===== src/rtl/binary_threshold_hyst.sv =====
// Binary thresholding of a grey pixel stream with four modes (single, hysteresis,
// band, inverted) and a per-line foreground pixel count.
module binary_threshold_hyst #(
  parameter int unsigned DW         = 10,
  parameter int unsigned CW         = 12,
  parameter int unsigned TH_DEFAULT = 190
) (
  input  logic          iCLK,
  input  logic          iRST,
  input  logic          iDVAL,
  input  logic [DW-1:0] iDATA,
  input  logic [DW-1:0] iTH_HI,
  input  logic [DW-1:0] iTH_LO,
  input  logic [1:0]    iMODE,
  input  logic          iCFG_LOAD,
  output logic [DW-1:0] oDATA,
  output logic          oDVAL,
  output logic [CW-1:0] oCNT,
  output logic          oCNT_VAL
);

  localparam logic [1:0] MODE_SINGLE = 2'd0;
  localparam logic [1:0] MODE_HYST   = 2'd1;
  localparam logic [1:0] MODE_BAND   = 2'd2;
  localparam logic [1:0] MODE_INV    = 2'd3;

  localparam logic [DW-1:0] TH_RST  = DW'(TH_DEFAULT);
  localparam logic [CW-1:0] CNT_MAX = {CW{1'b1}};

  // active configuration (used for classification) and pending configuration
  logic [DW-1:0] r_th_hi, r_th_lo, r_p_hi, r_p_lo;
  logic [1:0]    r_mode, r_p_mode;
  logic          r_pend;

  logic          r_fg;
  logic [CW-1:0] r_cnt;

  logic          w_above_hi;
  logic          w_le_lo;
  logic          w_fg_hyst;
  logic          w_fg;
  logic          w_line_end;
  logic          w_apply;

  assign w_above_hi = iDATA > r_th_hi;
  assign w_le_lo    = iDATA <= r_th_lo;
  assign w_line_end = !iDVAL && oDVAL;
  // pending set may only be applied between lines so no line mixes configurations
  assign w_apply    = !iDVAL && r_pend;

  // hysteresis update: the high test wins, so LO > HI behaves like single mode
  always_comb begin
    w_fg_hyst = r_fg;
    if (w_above_hi) begin
      w_fg_hyst = 1'b1;
    end else if (w_le_lo) begin
      w_fg_hyst = 1'b0;
    end
  end

  // per-pixel foreground decision, forced to background when no valid pixel
  always_comb begin
    w_fg = 1'b0;
    if (iDVAL) begin
      case (r_mode)
        MODE_SINGLE: w_fg = w_above_hi;
        MODE_HYST:   w_fg = w_fg_hyst;
        MODE_BAND:   w_fg = !w_le_lo && !w_above_hi;
        MODE_INV:    w_fg = !w_above_hi;
        default:     w_fg = 1'b0;
      endcase
    end
  end

  // configuration capture and application
  always_ff @(posedge iCLK) begin
    if (!iRST) begin
      r_th_hi  <= TH_RST;
      r_th_lo  <= TH_RST;
      r_mode   <= MODE_SINGLE;
      r_p_hi   <= TH_RST;
      r_p_lo   <= TH_RST;
      r_p_mode <= MODE_SINGLE;
      r_pend   <= 1'b0;
    end else begin
      if (w_apply) begin
        r_th_hi <= r_p_hi;
        r_th_lo <= r_p_lo;
        r_mode  <= r_p_mode;
        r_pend  <= 1'b0;
      end
      // a load in the same cycle as an apply stays pending for the next gap cycle
      if (iCFG_LOAD) begin
        r_p_hi   <= iTH_HI;
        r_p_lo   <= iTH_LO;
        r_p_mode <= iMODE;
        r_pend   <= 1'b1;
      end
    end
  end

  // pixel output pipeline and hysteresis state
  always_ff @(posedge iCLK) begin
    if (!iRST) begin
      oDATA <= '0;
      oDVAL <= 1'b0;
      r_fg  <= 1'b0;
    end else begin
      oDATA <= w_fg ? {DW{1'b1}} : {DW{1'b0}};
      oDVAL <= iDVAL;
      r_fg  <= iDVAL ? w_fg_hyst : 1'b0;
    end
  end

  // saturating per-line foreground counter with transfer on line end
  always_ff @(posedge iCLK) begin
    if (!iRST) begin
      r_cnt    <= '0;
      oCNT     <= '0;
      oCNT_VAL <= 1'b0;
    end else begin
      oCNT_VAL <= w_line_end;
      if (w_line_end) begin
        oCNT  <= r_cnt;
        r_cnt <= '0;
      end else if (w_fg && (r_cnt != CNT_MAX)) begin
        r_cnt <= r_cnt + CW'(1);
      end
    end
  end

endmodule


===== config.mk =====
export PLATFORM = sky130hd
export DESIGN_NAME = binary_threshold_hyst
export DESIGN_NICKNAME = d
export VERILOG_FILES = /design/src/rtl/binary_threshold_hyst.sv
export SDC_FILE = /design/constraint.sdc
export NUM_CORES = 1
export LEC_CHECK = 0
export BUFFER_PORTS_ARGS = -buffer_cell sky130_fd_sc_hd__clkbuf_2
export CELL_PAD_IN_SITES_DETAIL_PLACEMENT = 1
export CELL_PAD_IN_SITES_GLOBAL_PLACEMENT = 1
export CORE_MARGIN = 2
export CORE_UTILIZATION = 47
export CTS_BUF_LIST = sky130_fd_sc_hd__clkbuf_4
export DETAILED_ROUTE_END_ITERATION = 6
export GPL_TIMING_DRIVEN = 0
export HOLD_SLACK_MARGIN = 0.12
export PLACE_DENSITY_LB_ADDON = 0.25
export SLEW_MARGIN = 20
export SYNTH_ARGS = -nofsm -noshare
export SYNTH_HDL_FRONTEND = slang
export SYNTH_SLANG_ARGS = --single-unit
export TNS_END_PERCENT = 1

===== constraint.sdc =====
create_clock -name iCLK -period 8.5 [get_ports iCLK]
set_clock_uncertainty 0.2 [all_clocks]
set_input_delay 1.7 -clock iCLK [delete_from_list [all_inputs] [get_ports iCLK]]
set_output_delay 1.7 -clock iCLK [all_outputs]
set_load 0.03 [all_outputs]

==> out/metrics.cfg <==
[routing]
met1Wirelength_um = 3700
routed_wl_um = 8385
drc = 0
first_iter_violations = 107
wl_met2_um = 4144
viasPerCell = 5.305
dr_wl_met3_um = 318
dr.max_layer_used = met4
antenna_left = 0
drtPass1Iterations = 4
routedWlPerCell_um = 15.61
routed-via-count = 2849

[global_route]
grt_antenna_before_repair = 0
grt_max_degree = 14
grt_pass1_wl_um = 13780
grt_pass1_vias = 2918
grt_use_total_pct = 22.90
overflow = 0

[synthesis]
syn_area_per_cell_um2 = 9.071
synth_cell_types = 40
yosysMostFrequentCell = dfxtp_1
synth.net_count = 425
postSynthRegisterBits = 73
syn_area_um2 = 3338
synth_seq_area_share_pct = 43.78
synth_top_area_share_pct = 43.78
yosys_warnings = 0
synthArstFlopShare_pct = 0
synth_area_leaders = dfxtp_1 (44%), ha_1 (7.9%), mux2i_1 (6.6%)
synth_top_flop_cell = dfxtp_1
synth_edf_count = 0
yosysTopAreaCell = dfxtp_1
synthTopCellsByCount = dfxtp_1 (73), nand2_1 (56), inv_1 (24), a21oi_1 (23), mux2i_1 (22)
syn_inst = 368

[critical_path]
r2r_cells = 9
crit_arrival_ns = 4.00
endpoint_kind = register
crit_type = input port to register
required_ns = 8.63
cp_max_fo = 9
start_kind = input port

[sta]
min_period_ns = 3.869
tns_ns = 0
worstMarginPinSlew_ns = 0.8693
slew-limit-headroom_pct = 42.05
setup_ws_ns = 4.631
hold_viol = 0
rsz0062_at_grt = false
fin_crit_sh_pct = 45.51
setup_viol = 0
timing.fmax_ghz = 0.2585
drv_slew = 0

[clock_network]
cts_tree = yes
post_cts_buffers = 0
clk_pin_slew_worst_paths_ns = 0.12
clock_sinks = 73
cts_hold_buf = 0
clk_latency_ns = 0.42
post_cts_resized = 0
numCtsBuffers = 9
cts-root-buf = clkbuf_4
cts_max_path_buffers = 2
h-tree-depth = 3

[final_layout]
diodes = 0
final_nets = 493
synthToLayoutAreaGrowth_pct = 17.73
fin_area_um2 = 3930
layout-drive-gt1-share_pct = 20.63
final_util_pct = 57.53
final_cell_count_no_fill = 537

[floorplan]
dieArea_um2 = 7792
die_x_um = 88.28
ios = 60
dieHeight_um = 88.28
rows = 30
core_area_um2 = 6832
initial_core_util_pct = 48.86

[placement]
dp_hpwl_um = 6413
io_buffers = 57
post-place-ws_ns = 4.198
post_dp_cell_area_um2 = 3744
dp_cells = 521
gp_congestion = 0.7632

[pwr]
ir_worst_vdd_v = 0.00009410
p_per_area_nw_per_um2 = 184.2
leakagePower_nw = 1.789

[flow_run]
drv_cap = 0

[hold_path]
holdCritPathClass = register to register
whs_path_depth = 2

[status]
status = finished, final reports clean

path summary, 6_finish.rpt:
path	startpoint	endpoint	slack, ns
worst max register to register	r_th_hi[8]$_SDFFE_PN0P_	r_cnt[8]$_SDFFE_PP0P_	5.66
worst max-delay path	iDATA[7]	r_cnt[8]$_SDFFE_PP0P_	4.63
worst min-delay path	r_fg$_SDFF_PN0_	r_fg$_SDFF_PN0_	0.27
worst min register to register	r_fg$_SDFF_PN0_	r_fg$_SDFF_PN0_	0.27
final cells by class:
type                       count  area, um2
timing repair buffer          57      285.3
buffer                        32      162.7
fill                         853       2902
multi-input combinational    239       1624
sequential                    73       1461
tap                           96      120.1
clock inverter                 7      118.9
clock buffer                   9      67.56
inverter                      24      90.09
per-layer routing:
metal	up-vias	GRT usage [%]
li1	1427	-
met1	1339	28.00
met2	65	39.44
met3	18	3.825
met4	0	10.47
met5	-	0
cell families after synthesis:
family | synth area share (%)
AND/OR/NAND/NOR | 16.23
AO/OA/AOI/OAI | 17.95
adder cells (fa/ha/maj) | 7.871
multiplexers | 6.597
buffers and inverters | 7.571
flip-flops | 43.78
where the power goes:
group | total, mW | internal (mW) | switching, mW
sequential | 0.361 | 0.354 | 0.00686
clock | 0.276 | 0.149 | 0.127
combinational | 0.0871 | 0.0349 | 0.0522
flip-flops by register name, summed over array words and instances (netlist names):
name,flops
oDVAL,1
r_p_mode,2
oCNT,12
r_mode,2
oDATA,1
r_th_hi,10
r_fg,1
r_p_lo,10
r_pend,1
r_th_lo,10
oCNT_VAL,1
r_cnt,12
r_p_hi,10
through the flow:
stage / power (mW) / hold slack [ns]
2_1_floorplan: 0.4261 / 0.2312
6_report: 0.7240 / 0.2707
4_1_cts: 0.7315 / 0.2723
3_3_place_gp: 0.4500 / 0.2431
3_5_place_dp: 0.4557 / 0.2540
5_1_grt: 0.7582 / 0.2950
worst max-delay path, stage by stage:
cell and delay [ns]:
clkbuf_2 0.12, ha_1 0.35, a211oi_1 0.26, nor2_1 0.12
a2111oi_4 0.27, nor2_2 0.12, o32ai_2 0.62, a41oi_1 0.21
a211oi_1 0.24
placed cells by master, fill, tap and decap left out, types with 2 or more instances in the layout:
master	netlist	layout
a211oi_1	6	6
a21oi_1	23	23
a22o_1	12	12
a31oi_1	4	4
a41o_1	3	3
and2_1	2	2
and3_1	6	6
and4_1	3	3
buf_1	3	3
buf_4	9	9
bufinv_16	0	3
clkbuf_1	18	18
clkbuf_2	0	57
clkbuf_4	0	9
clkinvlp_4	0	2
dfxtp_1	73	73
ha_1	21	21
inv_1	24	24
mux2i_1	22	22
nand2_1	56	56
nand2b_1	6	6
nand3_1	8	8
nand4_1	5	5
nor2_1	18	18
nor3_1	2	2
o211ai_1	12	12
o21ai_0	6	6
o31ai_1	5	5
or3_1	2	2
or4_1	5	5
Note: power is estimated with default switching activity, not from simulation.
